`src/rtl/rv_ifetch_if.sv`:
```
// Fetch-stage bus bundle: instruction-memory request/response channel,
// redirect input from execute, and the valid/ready channel to decode.
interface rv_ifetch_if;
  logic        imem_req;
  logic [31:0] imem_addr;
  logic        imem_gnt;
  logic        imem_rvalid;
  logic [31:0] imem_rdata;
  logic        redirect_valid;
  logic [31:0] redirect_pc;
  logic        id_valid;
  logic        id_ready;
  logic [31:0] id_inst;
  logic [31:0] id_pc;
  logic        id_ctrl;

  // Fetch stage side
  modport master (
    output imem_req, imem_addr, id_valid, id_inst, id_pc, id_ctrl,
    input  imem_gnt, imem_rvalid, imem_rdata, redirect_valid, redirect_pc, id_ready
  );

  // Environment side: memory, execute and decode
  modport slave (
    input  imem_req, imem_addr, id_valid, id_inst, id_pc, id_ctrl,
    output imem_gnt, imem_rvalid, imem_rdata, redirect_valid, redirect_pc, id_ready
  );
endinterface

```
`src/rtl/rv_ifetch.sv`:
```
// RV32I instruction fetch stage: owns the fetch PC, keeps up to DEPTH
// in-order requests in flight, buffers returned words with their PCs and
// a control-transfer predecode bit, and flushes on redirect from execute.
module rv_ifetch #(
  parameter logic [31:0] RESET_PC = 32'h0000_0000,
  parameter int          DEPTH    = 4
) (
  input  logic        clk,
  input  logic        reset_n,
  rv_ifetch_if.master bus
);

  localparam int AW = $clog2(DEPTH);
  localparam int CW = $clog2(DEPTH + 1);
  localparam logic [CW:0] DEPTH_C = (CW + 1)'(DEPTH);

  // Major opcodes (inst[6:2]) of the control-transfer instructions
  localparam logic [4:0] OP_BRANCH = 5'b11000;
  localparam logic [4:0] OP_JALR   = 5'b11001;
  localparam logic [4:0] OP_JAL    = 5'b11011;

  function automatic logic is_ctrl(input logic [31:0] inst);
    return (inst[6:2] == OP_BRANCH) || (inst[6:2] == OP_JAL) || (inst[6:2] == OP_JALR);
  endfunction

  logic [31:0]   fetch_pc;
  logic [31:0]   rsp_pc;
  logic [CW-1:0] outstanding;
  logic [CW-1:0] discard;
  logic [CW-1:0] count;
  logic [AW-1:0] wr_ptr;
  logic [AW-1:0] rd_ptr;
  logic          started;

  logic [31:0]   fifo_pc   [DEPTH];
  logic [31:0]   fifo_inst [DEPTH];
  logic          fifo_ctrl [DEPTH];

  logic          redir;
  logic [31:0]   target;
  logic [CW:0]   used;
  logic          req;
  logic          grant;
  logic          rsp;
  logic          push;
  logic          drop;
  logic          pop;
  logic          unused_pc_bits;

  assign redir  = bus.redirect_valid;
  // Redirect targets are word-aligned; the low bits are ignored.
  assign target = {bus.redirect_pc[31:2], 2'b00};
  assign unused_pc_bits = ^bus.redirect_pc[1:0];

  // Credit counts buffered words plus words still in flight, so a response
  // always finds a free FIFO slot. A pop frees credit only from the next cycle.
  assign used  = {1'b0, count} + {1'b0, outstanding};
  assign req   = started & ~redir & (used < DEPTH_C);
  assign grant = req & bus.imem_gnt;
  assign rsp   = bus.imem_rvalid;
  assign push  = rsp & ~redir & (discard == '0);
  assign drop  = rsp & ~redir & (discard != '0);
  assign pop   = bus.id_valid & bus.id_ready;

  assign bus.imem_req  = req;
  assign bus.imem_addr = fetch_pc;
  assign bus.id_valid  = (count != '0) & ~redir;
  assign bus.id_inst   = fifo_inst[rd_ptr];
  assign bus.id_pc     = fifo_pc[rd_ptr];
  assign bus.id_ctrl   = fifo_ctrl[rd_ptr];

  // Control state: PCs, in-flight/discard counters, FIFO pointers; redirect wins
  always_ff @(posedge clk) begin
    if (!reset_n) begin
      fetch_pc    <= RESET_PC;
      rsp_pc      <= RESET_PC;
      outstanding <= '0;
      discard     <= '0;
      count       <= '0;
      wr_ptr      <= '0;
      rd_ptr      <= '0;
      started     <= 1'b0;
    end else begin
      started <= 1'b1;
      if (redir) begin
        // Everything still in flight after this cycle belongs to the old stream.
        fetch_pc    <= target;
        rsp_pc      <= target;
        outstanding <= outstanding - CW'(rsp);
        discard     <= outstanding - CW'(rsp);
        count       <= '0;
        wr_ptr      <= '0;
        rd_ptr      <= '0;
      end else begin
        if (grant) fetch_pc <= fetch_pc + 32'd4;
        if (push)  rsp_pc   <= rsp_pc + 32'd4;
        if (drop)  discard  <= discard - CW'(1);
        if (push)  wr_ptr   <= wr_ptr + AW'(1);
        if (pop)   rd_ptr   <= rd_ptr + AW'(1);
        outstanding <= outstanding + CW'(grant) - CW'(rsp);
        count       <= count + CW'(push) - CW'(pop);
      end
    end
  end

  // Buffer storage: written on push only, needs no reset
  always_ff @(posedge clk) begin
    if (push) begin
      fifo_pc[wr_ptr]   <= rsp_pc;
      fifo_inst[wr_ptr] <= bus.imem_rdata;
      fifo_ctrl[wr_ptr] <= is_ctrl(bus.imem_rdata);
    end
  end

endmodule
```
`src/flat_wrapper.sv`:
```
// flat-port wrapper written by rule: the top's interface ports become plain ports
module rv_ifetch_flat 
#(
  parameter logic [31:0] RESET_PC = 32'h0000_0000,
  parameter int          DEPTH    = 4
)
  (clk, reset_n, bus_imem_req, bus_imem_addr, bus_id_valid, bus_id_inst, bus_id_pc, bus_id_ctrl, bus_imem_gnt, bus_imem_rvalid, bus_imem_rdata, bus_redirect_valid, bus_redirect_pc, bus_id_ready);
  rv_ifetch_if bus_i ();
  input  logic clk;
  input  logic reset_n;
  output wire logic [$bits(bus_i.imem_req)-1:0] bus_imem_req;
  output wire logic [$bits(bus_i.imem_addr)-1:0] bus_imem_addr;
  output wire logic [$bits(bus_i.id_valid)-1:0] bus_id_valid;
  output wire logic [$bits(bus_i.id_inst)-1:0] bus_id_inst;
  output wire logic [$bits(bus_i.id_pc)-1:0] bus_id_pc;
  output wire logic [$bits(bus_i.id_ctrl)-1:0] bus_id_ctrl;
  input wire logic [$bits(bus_i.imem_gnt)-1:0] bus_imem_gnt;
  input wire logic [$bits(bus_i.imem_rvalid)-1:0] bus_imem_rvalid;
  input wire logic [$bits(bus_i.imem_rdata)-1:0] bus_imem_rdata;
  input wire logic [$bits(bus_i.redirect_valid)-1:0] bus_redirect_valid;
  input wire logic [$bits(bus_i.redirect_pc)-1:0] bus_redirect_pc;
  input wire logic [$bits(bus_i.id_ready)-1:0] bus_id_ready;
  assign bus_imem_req = bus_i.imem_req;
  assign bus_imem_addr = bus_i.imem_addr;
  assign bus_id_valid = bus_i.id_valid;
  assign bus_id_inst = bus_i.id_inst;
  assign bus_id_pc = bus_i.id_pc;
  assign bus_id_ctrl = bus_i.id_ctrl;
  assign bus_i.imem_gnt = bus_imem_gnt;
  assign bus_i.imem_rvalid = bus_imem_rvalid;
  assign bus_i.imem_rdata = bus_imem_rdata;
  assign bus_i.redirect_valid = bus_redirect_valid;
  assign bus_i.redirect_pc = bus_redirect_pc;
  assign bus_i.id_ready = bus_id_ready;
  rv_ifetch #(.RESET_PC(RESET_PC), .DEPTH(DEPTH)) u_core (.clk(clk), .reset_n(reset_n), .bus(bus_i));
endmodule
```
`config.mk`:
```
export PLATFORM = sky130hd
export DESIGN_NAME = rv_ifetch_flat
export DESIGN_NICKNAME = d
export VERILOG_FILES = /design/src/rtl/rv_ifetch_if.sv /design/src/rtl/rv_ifetch.sv /design/src/flat_wrapper.sv
export SDC_FILE = /design/constraint.sdc
export NUM_CORES = 1
export LEC_CHECK = 0
export ABC_AREA = 1
export BUFFER_PORTS_ARGS = -buffer_cell sky130_fd_sc_hd__buf_2
export CAP_MARGIN = 15
export CELL_PAD_IN_SITES_DETAIL_PLACEMENT = 1
export CELL_PAD_IN_SITES_GLOBAL_PLACEMENT = 2
export CORE_MARGIN = 3
export CORE_UTILIZATION = 34
export CTS_BUF_LIST = sky130_fd_sc_hd__clkbuf_16
export DETAILED_ROUTE_END_ITERATION = 6
export GPL_TIMING_DRIVEN = 0
export PLACE_DENSITY = 0.79
export RECOVER_POWER = 50
export SKIP_LAST_GASP = 1
export SLEW_MARGIN = 15
export SYNTH_ARGS = -nofsm -noshare
export SYNTH_HDL_FRONTEND = slang
export SYNTH_SLANG_ARGS = --single-unit
export TNS_END_PERCENT = 1
```
`constraint.sdc`:
```
create_clock -name clk -period 4.86 [get_ports clk]
set_input_delay 1.215 -clock clk [delete_from_list [all_inputs] [get_ports clk]]
set_output_delay 1.215 -clock clk [all_outputs]
set_load 0.01 [all_outputs]
```
==> run_results.csv, run 1 <==
group,metric,value,unit
clock_network,tritoncts,"done",
placement,dpl.cell_count,2128,
sta,final-hold-violation-count,0,
layout,filler_cell_count,4690,
synth,synth_top_area_cell,"edfxtp_1",
die,core,0.04111,sq mm
synth,synth_top_area_frac,0.5306,
synth,yosysSeqAreaShare,0.6372,
die,dieHeight,210.8,um
synth,ys_dominant_reg_cell,"edfxtp_1",
sta,fin_crit,3.921,ns
synth,yosys_register_bits,328,
critical_path,crit_family,"buffers and inverters",
clock_network,cts_setup_buffers,0,
clock_network,root_buffer,"clkbuf_16",
sta,maxSlewViolCount,0,
placement,port-buffer-count,161,
critical_path,start_kind,"primary input",
synth,yosys_warnings,0,
routing,wire_per_inst,20.12,um
synth,synth_area_leaders,"edfxtp_1, dfxtp_1, nand2_1",
synth,synth_edf_count,252,
synth,mappedNetlistArea,0.01426,sq mm
layout,diodes,0,
critical_path,cp_slowest_cell,"clkinvlp_2",
routing,drc_errors,0,
global_route,antenna_found_initial,0,
hold_path,whs_path_depth,1,
layout,utilization,0.4141,
routing,vias_per_cell,5.062,
synth,yosysMostFrequentCell,"edfxtp_1",
power,power.density,368.1,mW/mm^2
routing,drt_iter0_drc,617,
routing,ant_nets,0,
die,start_util,0.3469,
clock_network,ctsResizeCount,0,
placement,gp_congestion,0.8303,
layout,finalNonFillerCells,2193,
clock_network,cts_hold_buf,0,
die,row_count,74,
critical_path,crit_type,"in2reg",
routing,vias,11100,
global_route,grt_overflow_total,0,
critical_path,cp_num_cells,12,
critical_path,cp.required,5.24,ns
global_route,track_usage,0.1991,
layout,drive_gt1_frac,0.1355,
synth,synth_cell_types,44,
sta,max_clock_freq,255.0,MHz
routing,first_pass_iters,4,
placement,pre_cts_slack,1.500,ns
global_route,grt_pass1_vias,11636,
routing,drt_wl_total,44120,um
critical_path,critPathCaptureType,"flop",
die,die_w,210.8,um
die,io-pin-count,169,
synth,synthArstFlopShare,0,
global_route,grt_max_degree,25,
sta,skew,0.01776,ns
critical_path,arrival,4.30,ns
sta,finalCritPeriodShare,0.8068,
global_route,grt_pass1_wl,67610,um
sta,slew_headroom,0.4355,
clock_network,cts.sinks,328,
critical_path,reg2reg_depth,10,
critical_path,path_cells,"clkbuf_1, clkinvlp_2, nand3b_2, nor2_1, nand2_1, clkinvlp_2, buf_6, ha_1, fa_1, or2_2, nand3_1, a21oi_1",
layout,area_delta_synth_final,19.37,%
sta,rsz0062_at_grt,"false",
critical_path,crit_buf_inv,4,
clock_network,clock_latency,0.53,ns
clock_network,htreeDepth,2,
placement,dp.final_hpwl,31350,um
sta,setup_viol,0,
job,drv_cap,0,
synth,syn_area_per_cell,10.04,sq um
layout,final_nets,1723,
synth,synth_common_cells,"edfxtp_1, nand2_1, nor2_1, o21ai_0, inv_1",
clock_network,clock_path_buffers,3,
power,ir_drop,0.0001780,V
die,die_area,0.04444,sq mm
critical_path,cp_max_fo,10,
outcome,status,"complete, no violations",
critical_path,crit_top_cell,"clkinvlp_2",
synth,netlist_instances,1421,
power,power.leakage,6.296,nW
hold_path,hp-class,"reg2reg",
sta,setup_ws,0.9388,ns
clock_network,numCtsBuffers,37,
sta,worst_pin_slew,0.8436,ns
critical_path,max_stage_delay,0.50,ns
clock_network,cts.reportedPaths.clkPinSlew,0.06,ns
[metrics by stage]
step                      instance area (sq um)  total power, W  TNS (ns)  hold WS [ns]
after floorplan                           14270        0.003481         0        0.4556
after global placement                    15750        0.003695   -579.08        0.4720
after detailed placement                  16030        0.003722         0        0.4847
after CTS                                 17150        0.006349         0        0.4991
after global routing                      17030        0.006519         0        0.5209
final                                     17030        0.006266         0        0.4950
[worst register-to-register path: stages (launching register included)]
cell and delay (ns):
dfxtp_1 0.30, inv_1 0.10, ha_1 0.18, inv_1 0.04
nor2_1 0.18, nand2_1 0.22, nor2_1 0.70, inv_1 0.47
nor2_1 0.60, buf_12 0.27, buf_12 0.20
[layer usage]
metal  up-vias  part of all wire  global-route usage  wire length [um]
met1      5410              0.45              0.2626             19650
met4         0             0.031             0.06790              1348
met5         -                 0                   0                 0
met2       276              0.48              0.3407             21380
li1       5334                 -                   -                 -
met3        80             0.040             0.02584              1750
[power by group]
| group | leakage (nW) | switching (W) | internal [W] |
|---|---|---|---|
| Sequential | 2.94 | 0.0000829 | 0.00311 |
| Combinational | 2.78 | 0.000297 | 0.000155 |
| Clock | 0.583 | 0.00113 | 0.00149 |
[cell type report]
class,count,area (sq um),area share
Clock buffer,37,925.9,0.05438
Sequential cell,328,9089,0.5338
Inverter,115,434.2,0.02550
Multi-Input combinational cell,918,4425,0.2599
Clock inverter,28,193.9,0.01139
Timing Repair Buffer,172,1011,0.05938
Tap cell,532,665.6,0.03910
Buffer,63,280.3,0.01646
[sequential cells by signal, summed over array words and instances (netlist names), named ones only]
name                  count
u_core.fifo_inst        128
u_core.fifo_pc          120
u_core.bus.imem_addr     30
u_core.rsp_pc            30
u_core.fifo_ctrl          4
u_core.count              3
u_core.discard            3
u_core.outstanding        3
u_core.rd_ptr             2
u_core.wr_ptr             2
u_core.started            1
[worst paths after layout]
| check | startpoint | slack (ns) | endpoint |
|---|---|---|---|
| setup / recovery | bus_redirect_valid | 0.94 | u_core.outstanding[2]$_SDFF_PN0_ |
| hold / removal | u_core.rd_ptr[1]$_SDFFE_PP0P_ | 0.50 | u_core.rd_ptr[1]$_SDFFE_PP0P_ |
| setup reg to reg | u_core.discard[0]$_SDFFE_PN0P_ | 1.24 | u_core.fifo_pc[1][17]$_DFFE_PP_ |
| hold reg to reg | u_core.rd_ptr[1]$_SDFFE_PP0P_ | 0.50 | u_core.rd_ptr[1]$_SDFFE_PP0P_ |
[placed cells by master (no fill, tap or decap), drive strengths merged, types with 4 or more instances in the layout]
cell      count
edfxtp      252
nor2        238
nand2       234
o21ai       175
buf         154
inv         120
clkbuf      118
dfxtp        76
nand3        68
o22ai        66
a21oi        60
clkinv       17
ha           16
xor2         10
nand4         9
a31oi         9
xnor2         5
conb          4
nand3b        4
clkinvlp      4
[logic make-up after synthesis]
family / synth area share
AOI/OAI and AO/OA: 0.1196
xor gates and xnor gates: 0.009211
adders and majority gates: 0.01684
buffers and inverters: 0.05123
DFF: 0.6372
other: 0.0002629
and+or+nand+nor: 0.1656
No activity file was read; power rests on OpenSTA's default activity.
==> run 2, diff against run 1 <==
Settings changed: CORE_UTILIZATION 34 to 37, PLACE_DENSITY 0.79 to 0.82.
Clock period 4.86 ns to 4.01 ns, I/O delays scaled along.
==> run_results.csv, run 2 (synthesized netlist as in run 1, its figures left out) <==
group,metric,value,unit
power,power.total,0.007766,W
layout,area_delta_synth_final,20.05,%
routing,drt_iter0_drc,611,
placement,dp.final_hpwl,31860,um
outcome,status,"complete, no violations",
power,power.density,453.6,mW/mm^2
routing,ant_nets,0,
layout,finalNonFillerCells,2173,
die,row_count,71,
sta,worst_pin_slew,0.8197,ns
critical_path,start_kind,"flop",
global_route,grt_max_degree,25,
job,drv_cap,0,
placement,gp_congestion,0.8364,
critical_path,critPathCaptureType,"output pin",
clock_network,cts_setup_buffers,0,
clock_network,root_buffer,"clkbuf_16",
layout,layout_commonest_cell,"edfxtp_1",
sta,finalCritPeriodShare,0.9447,
clock_network,tritoncts,"done",
routing,vias,11203,
die,die_w,202.3,um
power,p_sw_frac,0.2321,
die,start_util,0.3769,
global_route,grt_pass1_wl,68020,um
power,p_seq_frac,0.498,
layout,biggestRegsByFlops,"u_core.fifo_inst (128), u_core.fifo_pc (120)",
clock_network,numCtsBuffers,38,
routing,drt_wl_total,44250,um
die,dieHeight,202.3,um
die,core,0.03784,sq mm
routing,first_pass_iters,4,
global_route,antenna_found_initial,0,
clock_network,clock_path_buffers,3,
layout,diodes,0,
layout,top_register,"u_core.fifo_inst",
placement,port-buffer-count,161,
sta,maxSlewViolCount,0,
power,p_comb_frac,0.070,
power,ir_drop,0.0002737,V
die,die_area,0.04094,sq mm
power,p_int,0.005964,W
global_route,track_usage,0.2143,
sta,fin_hold_ws,0.4920,ns
power,switching_power,0.001803,W
layout,utilization,0.4524,
sta,skew,0.02065,ns
layout,final_nets,1725,
clock_network,cts_hold_buf,0,
layout,drive_gt1_frac,0.1239,
critical_path,arrival,2.79,ns
clock_network,clock_latency,0.52,ns
sta,max_clock_freq,264.0,MHz
critical_path,cp.required,3.01,ns
routing,vias_per_cell,5.156,
routing,drc_errors,0,
clock_network,ctsResizeCount,0,
layout,largest_register_ffs,128,
critical_path,crit_type,"reg2out",
sta,setup_viol,0,
sta,slew_headroom,0.4536,
global_route,grt_pass1_vias,11819,
clock_network,cts.reportedPaths.clkPinSlew,0.06,ns
power,power.leakage,6.267,nW
placement,dpl.cell_count,2108,
sta,final-hold-violation-count,0,
sta,rsz0062_at_grt,"false",
global_route,grt_overflow_total,0,
clock_network,cts.sinks,328,
critical_path,cp_max_fo,10,
hold_path,hp-class,"reg2reg",
layout,mostFrequentLayoutCells,"edfxtp_1, nand2_1, nor2_1",
die,io-pin-count,169,
clock_network,htreeDepth,2,
sta,fin_crit,3.788,ns
power,clock_power_share,0.431,
routing,wire_per_inst,20.36,um
[run 2: layout make-up]
| type | instances | area (sq um) |
|---|---|---|
| clock inverters | 26 | 220.2 |
| clock buffers | 39 | 975.9 |
| multi-input cells | 918 | 4453 |
| well taps | 511 | 639.4 |
| fillers | 4315 | 20720 |
| inverters | 115 | 434.2 |
| plain buffers | 63 | 280.3 |
| repair buffers | 173 | 1030 |
| flip-flops and latches | 328 | 9089 |
[run 2: metrics by stage]
step	TNS, ns	cell area, sq um	setup WS [ns]
finish	0	17120	0.2216
global route	0	17120	0.04963
CTS	0	17250	0.1314
detailed placement	0	16050	0.7175
global placement	-753.39	15720	-3.044
floorplan	-131.68	14270	-0.5226
[run 2: layer usage]
metal | vias to the layer above | GRT usage | part of all wire | routed length [um]
met5 | - | 0 | 0 | 0
met4 | 0 | 0.06261 | 0.027 | 1194
met3 | 71 | 0.03044 | 0.048 | 2124
met2 | 284 | 0.3823 | 0.50 | 22310
met1 | 5511 | 0.2713 | 0.42 | 18620
li1 | 5337 | - | - | -
[run 2: path summary, 6_finish.rpt]
| check | start | end | slack [ns] | depth (start not counted) |
|---|---|---|---|---|
| hold / removal | u_core.discard[1]$_SDFFE_PN0P_ | u_core.discard[1]$_SDFFE_PN0P_ | 0.49 | 2 |
| setup / recovery | flop | bus_id_pc[19] | 0.22 | 6 |
| hold reg to reg | u_core.discard[1]$_SDFFE_PN0P_ | u_core.discard[1]$_SDFFE_PN0P_ | 0.49 | 2 |
| setup reg to reg | u_core.count[1]$_SDFF_PP0_ | u_core.outstanding[2]$_SDFF_PN0_ | 1.07 | 12 |
[run 2: worst max-delay path: stages, from the launching register on]
cell	delay [ns]
dfxtp_1	0.31
clkbuf_1	0.34
inv_1	0.43
clkbuf_1	0.46
o21ai_0	0.20
o22ai_1	0.31
buf_2	0.21
[run 2: power by group through the flow]
stage	sequential [W]	combinational [W]	clock [W]
floorplan	0.00392	0.000302	0
global placement	0.00394	0.000529	0
detailed placement	0.00394	0.000568	0
CTS	0.00387	0.000573	0.00342
global route	0.00389	0.000613	0.00356
finish	0.00387	0.000545	0.00335
==> run 3, diff against run 2 <==
Clock period 4.01 ns to 3.6 ns, I/O delays scaled along.
==> run_results.csv, run 3 (synthesized netlist as in run 1, its figures left out) <==
group,metric,value,unit
critical_path,cp_slowest_cell,"clkbuf_1",
sta,maxSlewViolCount,0,
sta,max_clock_freq,292.4,MHz
power,power.total,0.008651,W
clock_network,cts_setup_buffers,0,
routing,vias,11233,
layout,diodes,0,
clock_network,root_buffer,"clkbuf_16",
power,p_int,0.006641,W
routing,wire_per_inst,20.40,um
power,switching_power,0.002009,W
layout,top_register,"u_core.fifo_inst",
outcome,status,"complete, no violations",
job,drv_cap,0,
global_route,grt_overflow_total,0,
critical_path,critPathCaptureType,"output pin",
die,core,0.03784,sq mm
routing,drt_wl_total,44310,um
placement,dpl_cell_area,0.01605,sq mm
clock_network,htreeDepth,2,
clock_network,cts.sinks,328,
clock_network,clock_latency,0.52,ns
die,start_util,0.3769,
routing,drt_iter0_drc,597,
power,ir_drop,0.0003036,V
critical_path,path_cells,"buf_2, buf_2, clkbuf_1, nor2_1, o22ai_1, buf_2",
clock_network,numCtsBuffers,38,
die,row_count,71,
critical_path,crit_type,"reg2out",
layout,filler_cell_count,4316,
layout,drive_gt1_frac,0.1216,
clock_network,cts.reportedPaths.clkPinSlew,0.06,ns
placement,port-buffer-count,161,
clock_network,clock_path_buffers,3,
critical_path,cp.required,2.70,ns
placement,gp_congestion,0.8364,
layout,final_nets,1724,
sta,setup_viol,0,
power,power.leakage,6.258,nW
critical_path,cp_max_fo,10,
sta,final-hold-violation-count,0,
sta,slew_headroom,0.4376,
sta,finalCritPeriodShare,0.9500,
die,io-pin-count,169,
global_route,grt_pass1_vias,11824,
routing,first_pass_iters,5,
layout,biggestRegsByFlops,"u_core.fifo_inst (128), u_core.fifo_pc (120)",
die,die_area,0.04094,sq mm
hold_path,hp-class,"reg2reg",
global_route,grt_pass1_wl,68060,um
critical_path,crit_top_cell,"buf_2",
power,p_comb_frac,0.070,
sta,setup_ws,0.1802,ns
placement,dp.final_hpwl,31860,um
power,power.density,505.8,mW/mm^2
layout,layout_commonest_cell,"edfxtp_1",
global_route,track_usage,0.2144,
layout,mostFrequentLayoutCells,"edfxtp_1, nand2_1, nor2_1",
power,clock_power_share,0.432,
critical_path,start_kind,"flop",
sta,worst_pin_slew,0.8405,ns
die,die_w,202.3,um
routing,vias_per_cell,5.172,
global_route,grt_max_degree,25,
power,p_seq_frac,0.499,
critical_path,crit_buf_inv,4,
sta,rsz0062_at_grt,"false",
placement,pre_cts_slack,0.4100,ns
layout,largest_register_ffs,128,
layout,stdcell_area,0.01710,sq mm
routing,ant_nets,0,
sta,fin_crit,3.420,ns
global_route,antenna_found_initial,0,
layout,area_delta_synth_final,19.91,%
sta,setup-tns-final,0,ns
clock_network,tritoncts,"done",
critical_path,max_stage_delay,0.48,ns
sta,skew,0.02078,ns
critical_path,arrival,2.52,ns
routing,drc_errors,0,
die,dieHeight,202.3,um
power,p_sw_frac,0.2323,
critical_path,crit_family,"buffers and inverters",
==> run 3: cell count changes in the layout (fill, tap and decap cells not counted), sizes merged <==
cell | before | now
buf | 130 | 127
clkbuf | 145 | 147
clkinvlp | 1 | 0
inv | 120 | 121
==> run 3: final timing paths <==
path                                                startpoint                               end  slack, ns  cells past startpoint
worst max-delay path                                      flop                     bus_id_pc[19]       0.18                      6
worst min-delay path            u_core.discard[1]$_SDFFE_PN0P_    u_core.discard[1]$_SDFFE_PN0P_       0.49                      2
worst max register to register  u_core.discard[0]$_SDFFE_PN0P_  u_core.fifo_inst[3][9]$_DFFE_PP_       0.29                     10
worst min register to register  u_core.discard[1]$_SDFFE_PN0P_    u_core.discard[1]$_SDFFE_PN0P_       0.49                      2
==> run 3: power groups by stage <==
stage	logic [W]	clock network, W	registers (W)
floorplan	0.000337	0	0.00436
global placement	0.000589	0	0.00439
global route	0.000680	0.00397	0.00433
detailed placement	0.000633	0	0.00439
CTS	0.000638	0.00381	0.00431
finish	0.000605	0.00373	0.00431
==> run 3: stage by stage <==
| step | hold WS, ns | utilization | cells |
|---|---|---|---|
| 6_report | 0.4924 | 0.4519 | 2172 |
| 5_1_grt | 0.4747 | 0.4519 | 2172 |
| 4_1_cts | 0.4642 | 0.4556 | 2172 |
| 3_5_place_dp | 0.4825 | 0.4241 | 2108 |
| 3_3_place_gp | 0.4659 | 0.4154 | 2096 |
| 2_1_floorplan | 0.4556 | - | 1424 |
==> run 3: repair_timing <==
action                                  4_1_cts  5_1_grt
resized for setup                             2        0
endpoints found under the setup margin       28        0
hold buffers                                  0        0
==> run 3: worst min-delay path, cell delays in order (launching register included) <==
cell and delay [ns]:
dfxtp_1 0.30, inv_1 0.08, a21oi_1 0.07
==> run 3: area by class of cell <==
cell class                      count  area, sq um  share of cell area
Tap cell                          511        639.4             0.03739
Sequential cell                   328         9089              0.5315
Timing Repair Buffer              173         1028             0.06014
Inverter                          115        435.4             0.02546
Clock inverter                     26        220.2             0.01288
Buffer                             62        269.0             0.01573
Clock buffer                       39        975.9             0.05707
Multi-Input combinational cell    918         4444              0.2599
==> run 3: routing by layer <==
layer,global-route usage,up-vias,part of all wire
li1,-,5338,-
met1,0.2713,5543,0.42
met2,0.3827,284,0.50
met3,0.03044,68,0.046
met4,0.06261,0,0.027
met5,0,-,0
